==> config.mk <==
export PLATFORM = sky130hd
export DESIGN_NAME = dm_access_unit
export DESIGN_NICKNAME = d
export VERILOG_FILES = /design/src/rtl/dm_access_unit.sv
export SDC_FILE = /design/constraint.sdc
export NUM_CORES = 1
export LEC_CHECK = 0
export ABC_AREA = 1
export BUFFER_PORTS_ARGS = -buffer_cell sky130_fd_sc_hd__clkbuf_2
export CAP_MARGIN = 10
export CELL_PAD_IN_SITES_DETAIL_PLACEMENT = 0
export CELL_PAD_IN_SITES_GLOBAL_PLACEMENT = 1
export CORE_ASPECT_RATIO = 1.75
export CORE_MARGIN = 4
export CORE_UTILIZATION = 28
export DETAILED_ROUTE_END_ITERATION = 8
export PLACE_DENSITY_LB_ADDON = 0.12
export SLEW_MARGIN = 20
export SYNTH_ARGS = -nofsm -noshare
export SYNTH_HDL_FRONTEND = slang
export SYNTH_SLANG_ARGS = --single-unit
==> constraint.sdc <==
create_clock -name clk -period 1.9 [get_ports clk]
set_input_delay 0.475 -clock clk [delete_from_list [all_inputs] [get_ports clk]]
set_output_delay 0.475 -clock clk [all_outputs]
set_load 0.02 [all_outputs]
==> src/rtl/dm_access_unit.sv <==
// Load/store access unit between the CPU memory stage and a 1-cycle-latency data SRAM.
// Optional misalignment detection is enabled with `define DM_MISALIGN_ERR_EN.
module dm_access_unit #(
    parameter int ADDR_W   = 32,
    parameter int DM_WORDS = 16384
) (
    input  logic              clk,
    input  logic              rst,
    input  logic              req_valid,
    output logic              req_ready,
    input  logic              req_we,
    input  logic [2:0]        req_funct3,
    input  logic [ADDR_W-1:0] req_addr,
    input  logic [31:0]       req_wdata,
    output logic              resp_valid,
    input  logic              resp_ready,
    output logic [31:0]       resp_rdata,
    output logic              resp_err,
    output logic [ADDR_W-1:0] dm_addr,
    output logic [31:0]       dm_wdata,
    output logic [3:0]        dm_web,
    input  logic [31:0]       dm_rdata,
    output logic [1:0]        state_dbg
);

    // The SRAM word index must fit inside the byte address.
    if (ADDR_W < $clog2(DM_WORDS) + 2) begin : g_bad_cfg
        $error("dm_access_unit: ADDR_W too small for DM_WORDS");
    end

    typedef enum logic [1:0] {
        IDLE = 2'd0,
        RESP = 2'd1,
        HOLD = 2'd2
    } state_t;

    state_t            state_q, state_d;
    logic [2:0]        f3_q;
    logic [1:0]        off_q;
    logic              we_q;
    logic              err_q;
    logic [31:0]       hold_q;
    logic              hold_err_q;
    logic [ADDR_W-1:0] addr_q;

    logic              accept;
    logic              capture;
    logic              req_err;
    logic [3:0]        lane_web;
    logic [7:0]        byte_sel;
    logic [15:0]       half_sel;
    logic [31:0]       live_rdata;

    // Handshakes: a transfer happens on a rising edge where valid && ready;
    // valid never waits on ready, and the payload is held stable until taken.
    always_comb begin
        state_d   = state_q;
        req_ready = 1'b0;
        capture   = 1'b0;
        case (state_q)
            IDLE: begin
                req_ready = 1'b1;
                if (req_valid) state_d = RESP;
            end
            RESP: begin
                if (resp_ready) begin
                    req_ready = 1'b1;
                    state_d   = req_valid ? RESP : IDLE;
                end else begin
                    capture = 1'b1;
                    state_d = HOLD;
                end
            end
            HOLD: begin
                if (resp_ready) state_d = IDLE;
            end
            default: state_d = IDLE;
        endcase
    end

    assign accept    = req_valid && req_ready;
    assign state_dbg = state_q;

`ifdef DM_MISALIGN_ERR_EN
    always_comb begin
        case (req_funct3[1:0])
            2'b00:   req_err = 1'b0;
            2'b01:   req_err = req_addr[0];
            default: req_err = (req_addr[1:0] != 2'b00);
        endcase
    end
`else
    assign req_err = 1'b0;
`endif

    // Store lane steering; funct3[1:0] == 2'b11 falls through as a word.
    always_comb begin
        dm_wdata = req_wdata;
        lane_web = 4'b0000;
        case (req_funct3[1:0])
            2'b00: begin
                dm_wdata = {4{req_wdata[7:0]}};
                lane_web = ~(4'b0001 << req_addr[1:0]);
            end
            2'b01: begin
                dm_wdata = {2{req_wdata[15:0]}};
                lane_web = req_addr[1] ? 4'b0011 : 4'b1100;
            end
            default: ;
        endcase
    end

    assign dm_web  = (rst && accept && req_we && !req_err) ? lane_web : 4'hF;
    assign dm_addr = accept ? req_addr : addr_q;

    // Load extraction from the live SRAM output, using the registered request fields.
    always_comb begin
        byte_sel = dm_rdata[8*off_q +: 8];
        half_sel = dm_rdata[16*off_q[1] +: 16];
        case (f3_q)
            3'b000:  live_rdata = {{24{byte_sel[7]}}, byte_sel};
            3'b001:  live_rdata = {{16{half_sel[15]}}, half_sel};
            3'b100:  live_rdata = {24'd0, byte_sel};
            3'b101:  live_rdata = {16'd0, half_sel};
            default: live_rdata = dm_rdata;
        endcase
        if (we_q || err_q) live_rdata = 32'd0;
    end

    always_comb begin
        resp_valid = 1'b0;
        resp_rdata = 32'd0;
        resp_err   = 1'b0;
        case (state_q)
            RESP: begin
                resp_valid = 1'b1;
                resp_rdata = live_rdata;
                resp_err   = err_q;
            end
            HOLD: begin
                resp_valid = 1'b1;
                resp_rdata = hold_q;
                resp_err   = hold_err_q;
            end
            default: ;
        endcase
    end

    always_ff @(posedge clk) begin
        if (!rst) begin
            state_q    <= IDLE;
            f3_q       <= 3'd0;
            off_q      <= 2'd0;
            we_q       <= 1'b0;
            err_q      <= 1'b0;
            hold_q     <= 32'd0;
            hold_err_q <= 1'b0;
            addr_q     <= '0;
        end else begin
            state_q <= state_d;
            if (accept) begin
                f3_q   <= req_funct3;
                off_q  <= req_addr[1:0];
                we_q   <= req_we;
                err_q  <= req_err;
                addr_q <= req_addr;
            end
            if (capture) begin
                hold_q     <= live_rdata;
                hold_err_q <= err_q;
            end
        end
    end

endmodule

# Word level (Yosys, flattened, before mapping)
# Cells that the tools add are included.
# op_classes
mux,18
bitwise,1
n_reduce_logical,8
eq_ne,8
n_shift,3
# op_table
operator,count
case mux 32 bit (2 select lines),2
case mux 32 bit (4 select lines),1
two-way mux 32 bit,2
variable part select 32 x 6 -> 16 bit,1
variable part select 32 x 6 -> 8 bit,1
two-way mux 4 bit,2
case mux 4 bit (2 select lines),1
== test 3 bit (second input constant),2
two-way mux 2 bit,3
case mux 2 bit (3 select lines),1
two-way mux 1 bit,5
== test 2 x 1 -> 1 bit (second input constant),2
zero test 2 bit,2
inequality test 2 bit (second input constant),2
NOT 4 bit,1
left shift 1 x 2 -> 4 bit (first input constant),1
== test 3 x 1 -> 1 bit (second input constant),1
logical AND 1 bit,3
zero test 3 bit,1
== test 2 bit (second input constant),1
case mux 1 bit (2 select lines),1
AND reduction 2 bit,1
OR reduction 2 bit,1
# word_totals
wordCells,44
regBits,72
output_inout_bits,105

# Depth between registers and ports, before layout
# Gate-level depths: netlist of run 1.
# logic_depth
depth_word,6
mapped_depth,11
mapped_depth_nobuf,9

# Worst setup path before layout of run 1
# No wires, ideal clock.
# synth_timing
kind,register -> output
from,"register state_q[1], in the netlist state_dbg[1]"
to,output dm_addr[27]
arrival_ns,1.800
stages_incl_launch_ff,12
slack_ns,-0.375
required_ns,1.425
path_buffers,2
cell_sequence,dfxtp_1 > inv_1 > ha_1 > buf_2 > nand2_1 > nand2_2 > nand2_2 > inv_2 > buf_6 > or2_2 > o21ai_0 > inv_1
# synth_between
elab_chain_len,4
elab_cells_between_ends,5
cone_classes,1 x eq/ne; 2 x mux; 2 x reduce/logical
# synth_rtl
element,line_no,rtl
start: declaration,37,"state_t state_q, state_d;"
start signal: assignment,160,state_q <= state_d;
== test 2 x 1 -> 1 bit or zero test 2 bit (tied branches),60,case (state_q)
case mux 1 bit (2 select lines) *,60,
named net req_ready,10,"output logic req_ready,"
logical AND 1 bit *,81,assign accept = req_valid && req_ready;
two-way mux 32 bit *,-,
end: declaration,19,"output logic [ADDR_W-1:0] dm_addr,"
# The timed path passes the listed nets; every way through them passes the cells marked *.

# Worst setup path after layout of run 1
# layout_timing
from,"register state_q[0], in the netlist state_dbg[0]"
to,output dm_addr[14]
# layout_between
elab_chain_len,4
elab_cells_between_ends,5
cone_classes,1 x eq/ne; 2 x mux; 2 x reduce/logical
# layout_rtl
element,line_no
== test 2 x 1 -> 1 bit or zero test 2 bit (tied branches),60
case mux 1 bit (2 select lines) *,60
logical AND 1 bit *,81
two-way mux 32 bit *,-
# Every way passes the cells marked *; elsewhere a longest branch is shown, timed or not.

==> metrics.txt, run 1 <==
register area share after synthesis 0.318; Syn. warnings 0; PD cells 849 nW/µm²; final RePlAce weighted congestion 0.855; clock-pin slew on the worst setup and hold paths 0.06 ns; H-tree depth 3; Die X-Extent 104 µm; total clock sinks 72; Setup TNS -22.23 ns; core area 15900 µm²; CP Capture Type primary output; VDD IR max 0.502 mV; failing checks setup timing; # IOs 209; critical path's top delay family buffers and inverters; part of the power in the clock network 0.256; worst hold margin 0.398 ns; switching power 0.00264 W; Vias/cell 4.90; initial DRC count 172; CP startpoint kind flop; Setup CP Type reg -> out; layout overhead on the synthesized area 86.2%; port buffer count 207; min-delay worst type in -> reg; remaining global-route overflow 0; Post-Syn Area 4530 µm²; combinational power share 0.502; clk_lat worst skew 0.34 ns; die area 18300 µm²; sequential cell fraction of total power 0.242; worst reg2reg startpoint state_dbg[1]; clk root buf clkbuf_16; switching fraction of total power 0.369; Setup violations, final 91; post-route ant nets 0; most frequent cells in the layout 137 x clkbuf_2, 127 x nand2_1, 88 x buf_4; largest net degree at the start of global routing 47; post-detail-place hpwl 13700 µm; Slew Limit Fails 0; Clock Skews 0.0110 ns; fillcell total 1538; CTS tree built; Max Freq 439 MHz; Yosys reg bits 72; # rows 61; internal power 0.00452 W; First-pass DRT Iterations 5; syn_area_per_cell 6.40 µm²; CTS Buf Count 9; cells after synthesis 707; Yosys cell types 32; drt wl/cell 16.8 µm; Routed WL 19800 µm; Die Y 176 µm; Worst Path Buf+Inv 6; Tot GR Track Use 0.199; Max-cap violations 0; syn nets 814; clk buf depth 2; worst-path maximum fanout 16; worst path cell trace inv_4 > ha_4 > inv_4 > nand2_4 > nand2_8 > buf_12 > inv_16 > or2_1 > o21ai_4 > inv_2 > clkbuf_8; status finished with violations; Vias 5791; Hold-fix buffers, CTS 0; most frequent CP cell inv_4; antenna violations before repair 2; Layout Nets 1094; LEAKAGE 3.88 nW; CP startpoint state_dbg[0]; Post-route DRC 0; Worst path max stage delay 0.39 ns; hold_sp req_funct3[2]; most common cell after layout, fill and taps aside clkbuf_2; Final Hold Viols 0; Tmin final 2.28 ns; Slowest cell on crit path dfxtp_4; period utilisation layout 1.20; vias in the first global route 5796; Crit path required time 1.42 ns; critical path arrival 1.80 ns; first-pass GRT wire length 29200 µm; RSZ-0062 raised after global routing true; Initial Util 0.285; Final WS setup -0.377 ns; layout cells sized above 1 0.531
==> cell usage after synthesis <==
cell type	instances	area, µm²
nand2_1	148	556
a21oi_1	81	405
o21ai_0	80	400
dfxtp_1	72	1440
inv_1	64	240
nand3_1	48	240
nor2_1	40	150
or2_2	31	194
nand4_1	30	188
clkbuf_1	29	109
buf_2	15	75.1
o211ai_1	11	82.6
buf_4	10	75.1
or2_0	7	43.8
or2_1	7	43.8
o21ai_2	6	52.6
buf_6	5	56.3
ha_1	3	37.5
inv_2	3	11.3
buf_1	2	7.51
clkbuf_2	2	10.0
nand2_2	2	12.5
nand2_4	2	22.5
a21oi_2	1	8.76
clkinv_1	1	3.75
clkinv_4	1	8.76
conb_1	1	3.75
nand3_4	1	17.5
nor2_4	1	11.3
o21ai_1	1	5.00
o22ai_1	1	6.26
o31ai_1	1	7.51
==> power by group through the flow <==
stage / clock, W / combinational, W / sequential (W)
2_1_floorplan: 0 / 0.00160 / 0.00174
3_3_place_gp: 0 / 0.00250 / 0.00175
3_5_place_dp: 0 / 0.00252 / 0.00176
4_1_cts: 0.00188 / 0.00321 / 0.00173
5_1_grt: 0.00195 / 0.00384 / 0.00175
6_report: 0.00183 / 0.00359 / 0.00173
==> repair_timing <==
item / 4_1_cts / 5_1_grt
cloned: 6 / 5
resized for setup: 190 / 105
hold endpoints to repair: 0 / 0
pin swaps: 24 / 23
setup endpoints to repair: 69 / 90
buffers inserted: 31 / 11
==> cell families after synthesis <==
group / synth area share
and+or+nand+nor: 0.327
other: 0.000828
adders and majority gates: 0.00829
DFF: 0.318
buffers and inverters: 0.132
AOI/OAI and AO/OA: 0.214
==> registers in the layout, indices dropped and copies added, names as in the netlist <==
name,cells
hold_q,32
f3_q,3
off_q,2
we_q,1
state_dbg,2
addr_q,32
==> per-layer routing <==
layer,vias up,share of wire,GRT usage
li1,2885,-,-
met1,2646,0.34,0.192
met2,217,0.54,0.382
met3,41,0.071,0.0578
met4,2,0.042,0.0932
met5,-,0.00040,0
==> area by class of cell <==
class | count | area (µm²) | share of cell area
Antenna cell | 1 | 2.50 | 0.000297
Clock buffer | 10 | 250 | 0.0297
Clock inverter | 6 | 72.6 | 0.00861
Inverter | 69 | 293 | 0.0347
Multi-Input combinational cell | 505 | 3210 | 0.380
Sequential cell | 72 | 1460 | 0.173
Tap cell | 189 | 236 | 0.0281
Timing Repair Buffer | 329 | 2900 | 0.344
Timing Repair inverter | 1 | 11.3 | 0.00134
==> tightest hold or removal path, cell delays in order <==
cell,delay [ns]
clkbuf_2,0.08
o21ai_0,0.07
nor2_1,0.07
==> worst paths after layout <==
path	cells past startpoint	end	slack, ns
max	11	dm_addr[14]	-0.38
min	3	f3_q[2]	0.40
max reg2reg	10	hold_q[3]	-0.04
min reg2reg	2	addr_q[1]	0.49
==> stage by stage <==
step	power [W]	cell area [µm²]	setup slack, ns	std cells	utilization
6_report	0.00716	8430	-0.377	1182	0.531
5_1_grt	0.00754	8430	-0.453	1182	0.531
4_1_cts	0.00682	7900	-0.398	1166	0.498
3_5_place_dp	0.00428	6470	-0.287	1113	0.408
3_3_place_gp	0.00425	6470	-0.271	1113	0.408
2_1_floorplan	0.00334	4880	-0.0906	707	-
(Power assumes the default switching activity.)
==> run 2: changes to the inputs <==
--- a/config.mk
+++ b/config.mk
@@ -12,7 +12,8 @@
 export CELL_PAD_IN_SITES_GLOBAL_PLACEMENT = 1
 export CORE_ASPECT_RATIO = 1.75
 export CORE_MARGIN = 4
-export CORE_UTILIZATION = 28
+export CORE_UTILIZATION = 29
+export CTS_BUF_LIST = sky130_fd_sc_hd__clkbuf_2 sky130_fd_sc_hd__clkbuf_4 sky130_fd_sc_hd__clkbuf_8
 export DETAILED_ROUTE_END_ITERATION = 8
 export PLACE_DENSITY_LB_ADDON = 0.12
 export SLEW_MARGIN = 20
==> run 2 against run 1 <==
The run still ends with setup timing left. Register-to-register slack got worse by 0.24 ns. Maximum frequency shrank 2.3%. Clock skew rose by 0.0020 ns. Global-route usage grew 1.5 points. Sequential share of layout area is 0.54 points higher. Non-clock buffer count shrank 6. Die area down 3.2%. Core utilization is essentially flat. Via count rose by 1.9%. First-iteration DRC count rose by 13%. Final area decreased by 3.0%. Critical path type unchanged. Critical endpoint is now resp_rdata[14].
==> metrics.txt, run 2 (synthesis gave the netlist of run 1 again) <==
status finished with violations; failing checks setup timing; Setup CP Type reg -> out; post-route ant nets 0; Post-route DRC 0; Vias 5899; VDD IR max 0.401 mV; layout overhead on the synthesized area 80.6%; Post-Layout Cell Count 1171; DRT met1 WL 7160 µm; clock-pin slew on the worst setup and hold paths 0.09 ns; CP Capture Type primary output; Max-cap violations 0; min-delay worst type in -> reg; antenna violations before repair 1; Hold-fix buffers, CTS 0; Top Registers addr_q x32, hold_q x32, f3_q x3; First-pass DRT Iterations 4; port buffer count 207; cell count after placement 1113; post-place setup slack -0.395 ns; vias in the first global route 5835; drt wl/cell 17.2 µm; Final Hold Viols 0; most common cell after layout, fill and taps aside clkbuf_2; Crit path required time 1.42 ns; Slew Limit Fails 0; Routed WL 20100 µm; # rows 60; Die X-Extent 102 µm; Setup violations, final 85; Met3 Wirelength 1280 µm; Max Freq 429 MHz; clk root buf clkbuf_8; # IOs 209; die area 17800 µm²; total clock sinks 72; Setup TNS -25.32 ns; RSZ-0062 raised after global routing true; core area 15400 µm²; CP startpoint kind flop; DR top layer met5; clk_lat worst skew 0.37 ns; layout cells sized above 1 0.534; Clock Skews 0.0129 ns; Layout Nets 1087; Initial Util 0.294; largest net degree at the start of global routing 47; clk buf depth 2; worst-path maximum fanout 8; H-tree depth 3; initial DRC count 195; Final WS setup -0.431 ns; Tot GR Track Use 0.214; PD cells 780 nW/µm²; WL met2 10900 µm; most frequent cells in the layout 143 x clkbuf_2, 125 x nand2_1, 89 x buf_4; period utilisation layout 1.23; LEAKAGE 3.75 nW; Vias/cell 5.04; final RePlAce weighted congestion 0.873; CTS tree built; CTS Buf Count 9; overall power 0.00638 W; critical path arrival 1.86 ns; # diodes 0; first-pass GRT wire length 29900 µm; Die Y 173 µm; Tmin final 2.33 ns; remaining global-route overflow 0; post-detail-place hpwl 13400 µm
[run 2: repair_timing]
item                                    4_1_cts  5_1_grt
gates cloned                                  6        6
buffers inserted                             17       13
endpoints found under the setup margin       70       98
pin swaps                                    16       19
resized for setup                           191      101
[run 2: layout make-up]
type,count,area (µm²)
Timing Repair Buffer,323,2720
Sequential cell,72,1460
Clock buffer,9,124
Tap cell,186,233
Timing Repair inverter,1,11.3
Multi-Input combinational cell,504,3280
Fill cell,1495,7210
Inverter,69,295
Clock inverter,7,61.3
[run 2: report_power, final]
group	internal (W)	switching (W)
logic	0.00157	0.00186
clock network	0.000499	0.000718
registers	0.00166	0.0000703
total	0.00373	0.00264
[run 2: critical path: stages, from the launching register on]
cell and delay, ns:
dfxtp_4 0.41, inv_4 0.06, nand2_4 0.07, nand2_4 0.05
nand2_4 0.07, nand3_4 0.12, buf_8 0.19, nand2_1 0.10
nand4_1 0.11, a21oi_2 0.15, clkbuf_8 0.15
[run 2: path summary, 6_finish.rpt]
path / from / cells after the start / slack [ns] / to
max: off_q[1] / 10 / -0.43 / resp_rdata[14]
min: req_funct3[2] / 3 / 0.37 / f3_q[2]
max reg2reg: off_q[1] / 14 / -0.28 / hold_q[1]
min reg2reg: addr_q[0] / 2 / 0.50 / addr_q[0]
[run 2: metal layers]
layer | GRT usage | vias up
met5 | 0 | -
met4 | 0.100 | 2
met3 | 0.0491 | 49
met2 | 0.385 | 228
met1 | 0.227 | 2748
li1 | - | 2872
[run 2: per-stage QoR]
| stage | area [µm²] | utilization | hold WS, ns |
|---|---|---|---|
| after floorplan | 4880 | - | 0.471 |
| after global placement | 6430 | 0.418 | 0.480 |
| after detailed placement | 6430 | 0.418 | 0.486 |
| after CTS | 7650 | 0.497 | 0.349 |
| after global routing | 8180 | 0.531 | 0.398 |
| final | 8180 | 0.531 | 0.369 |
==> run 3: changes to the inputs <==
--- a/config.mk
+++ b/config.mk
@@ -7,15 +7,15 @@
 export LEC_CHECK = 0
 export ABC_AREA = 1
 export BUFFER_PORTS_ARGS = -buffer_cell sky130_fd_sc_hd__clkbuf_2
-export CAP_MARGIN = 10
 export CELL_PAD_IN_SITES_DETAIL_PLACEMENT = 0
 export CELL_PAD_IN_SITES_GLOBAL_PLACEMENT = 1
 export CORE_ASPECT_RATIO = 1.75
 export CORE_MARGIN = 4
-export CORE_UTILIZATION = 29
+export CORE_UTILIZATION = 32
 export CTS_BUF_LIST = sky130_fd_sc_hd__clkbuf_2 sky130_fd_sc_hd__clkbuf_4 sky130_fd_sc_hd__clkbuf_8
 export DETAILED_ROUTE_END_ITERATION = 8
 export PLACE_DENSITY_LB_ADDON = 0.12
+export SETUP_SLACK_MARGIN = 0.05
 export SLEW_MARGIN = 20
 export SYNTH_ARGS = -nofsm -noshare
 export SYNTH_HDL_FRONTEND = slang
==> constraint.sdc (replaced) <==
create_clock -name clk -period 2.3 [get_ports clk]
set_input_delay 0.575 -clock clk [delete_from_list [all_inputs] [get_ports clk]]
set_output_delay 0.575 -clock clk [all_outputs]
set_load 0.02 [all_outputs]
==> run 3 against run 2 <==
The run still ends with setup timing left. Non-clock buffer count shrank 1. Flip-flop and latch count stayed put. Final area up 0.44%. Critical path depth grew 1. Count of clock-buffer cells in the layout unchanged. Sequential share of layout area shrank 0.064 points. Die area shrank 8.8%. Critical path type unchanged. Clock skew increased by 0.0015 ns.
==> metrics.txt, run 3 (synthesis gave the netlist of run 1 again) <==
initial DRC count 192; Clock Skews 0.0144 ns; H-tree depth 3; Slew Limit Fails 0; overall power 0.00551 W; clk_lat worst skew 0.36 ns; R2R cell count 19; Die X-Extent 97.9 µm; core area 13900 µm²; hold path cells 3; Post-route DRC 0; # rows 57; Setup TNS -5.14 ns; Top Registers addr_q x32, hold_q x32, f3_q x3; critical path arrival 1.92 ns; Setup violations, final 47; Tmin final 2.50 ns; post-detail-place hpwl 12500 µm; CP startpoint kind flop; PD cells 671 nW/µm²; clock-pin slew on the worst setup and hold paths 0.10 ns; worst-path maximum fanout 7; first-pass GRT wire length 29300 µm; Final Hold Viols 0; Tot GR Track Use 0.226; RSZ-0062 raised after global routing true; Vias/cell 5.07; # diodes 0; final core occ 0.591; Layout Nets 1086; CP Capture Type primary output; clk root buf clkbuf_8; port buffer count 207; final RePlAce weighted congestion 0.931; period utilisation layout 1.09; LEAKAGE 3.85 nW; # IOs 209; VDD IR max 0.474 mV; CTS tree built; post-route ant nets 0; Crit path required time 1.73 ns; min-delay worst type in -> reg; status finished with violations; die area 16200 µm²; Die Y 165 µm; CTS Buf Count 9; fillcell total 1314; total clock sinks 72; clk buf depth 2; remaining global-route overflow 0; cell count after placement 1062; Max-cap violations 0; failing checks setup timing; Initial Util 0.326; most common cell after layout, fill and taps aside clkbuf_2; most frequent cells in the layout 138 x clkbuf_2, 116 x nand2_1, 82 x buf_4; layout overhead on the synthesized area 81.4%; vias in the first global route 6058; Post-Layout Cell Count 1161; First-pass DRT Iterations 4; Routed WL 19800 µm; largest net degree at the start of global routing 65; Vias 5891; Setup CP Type reg -> out; Final WS setup -0.197 ns; antenna violations before repair 0; Max Freq 400 MHz; drt wl/cell 17.1 µm; layout cells sized above 1 0.523
## run 3: critical path, stage by stage, from the launching register on
cell	delay [ns]
dfxtp_4	0.40
inv_4	0.04
ha_4	0.16
inv_4	0.06
nand2_4	0.06
nand2_8	0.10
inv_12	0.05
buf_12	0.13
or2_0	0.20
o21ai_1	0.12
inv_1	0.08
clkbuf_8	0.15
## run 3: final cells by class
type,count,area (µm²),share of cell area
Multi-Input combinational cell,505,3170,0.386
Sequential cell,72,1460,0.178
Inverter,69,297,0.0361
Clock buffer,9,124,0.0151
Clock inverter,7,83.8,0.0102
Tap cell,177,221,0.0270
Timing Repair Buffer,322,2860,0.348
## run 3: through the flow
step,hold WS [ns],instance area (µm²),setup slack (ns)
after global placement,0.461,5780,-0.179
after CTS,0.441,7560,-0.217
after detailed placement,0.468,5780,-0.193
after global routing,0.463,8210,-0.311
after floorplan,0.451,4530,0.0545
final,0.462,8210,-0.197
## run 3: per-layer routing
metal / routed length (µm) / up-vias / global-route usage / part of all wire
met5: 0 / - / 0 / 0
met4: 656 / 0 / 0.0863 / 0.033
met3: 1130 / 46 / 0.0483 / 0.057
met2: 11100 / 223 / 0.451 / 0.56
met1: 6910 / 2745 / 0.222 / 0.35
li1: - / 2877 / - / -
## run 3: final timing paths
| check | from | end | slack (ns) |
|---|---|---|---|
| worst max-delay path | state_dbg[0] | dm_addr[7] | -0.20 |
| worst min-delay path | req_addr[11] | addr_q[11] | 0.46 |
| worst max register to register | state_dbg[1] | addr_q[16] | 0.06 |
| worst min register to register | addr_q[1] | addr_q[1] | 0.50 |
## run 3: timing repair
item | CTS | global route
pin swaps | 33 | 36
setup endpoints to repair | 68 | 70
buffers inserted | 53 | 18
hold buffers | 0 | 0
endpoints found under the hold margin | 0 | 0
gates resized for setup | 269 | 159
cloned | 10 | 5
## run 3: power by group
group / total (W) / switching (W) / internal (W)
sequential: 0.00143 / 0.0000604 / 0.00137
combinational: 0.00297 / 0.00153 / 0.00144
clock: 0.00111 / 0.000586 / 0.000523
total: 0.00551 / 0.00217 / 0.00333
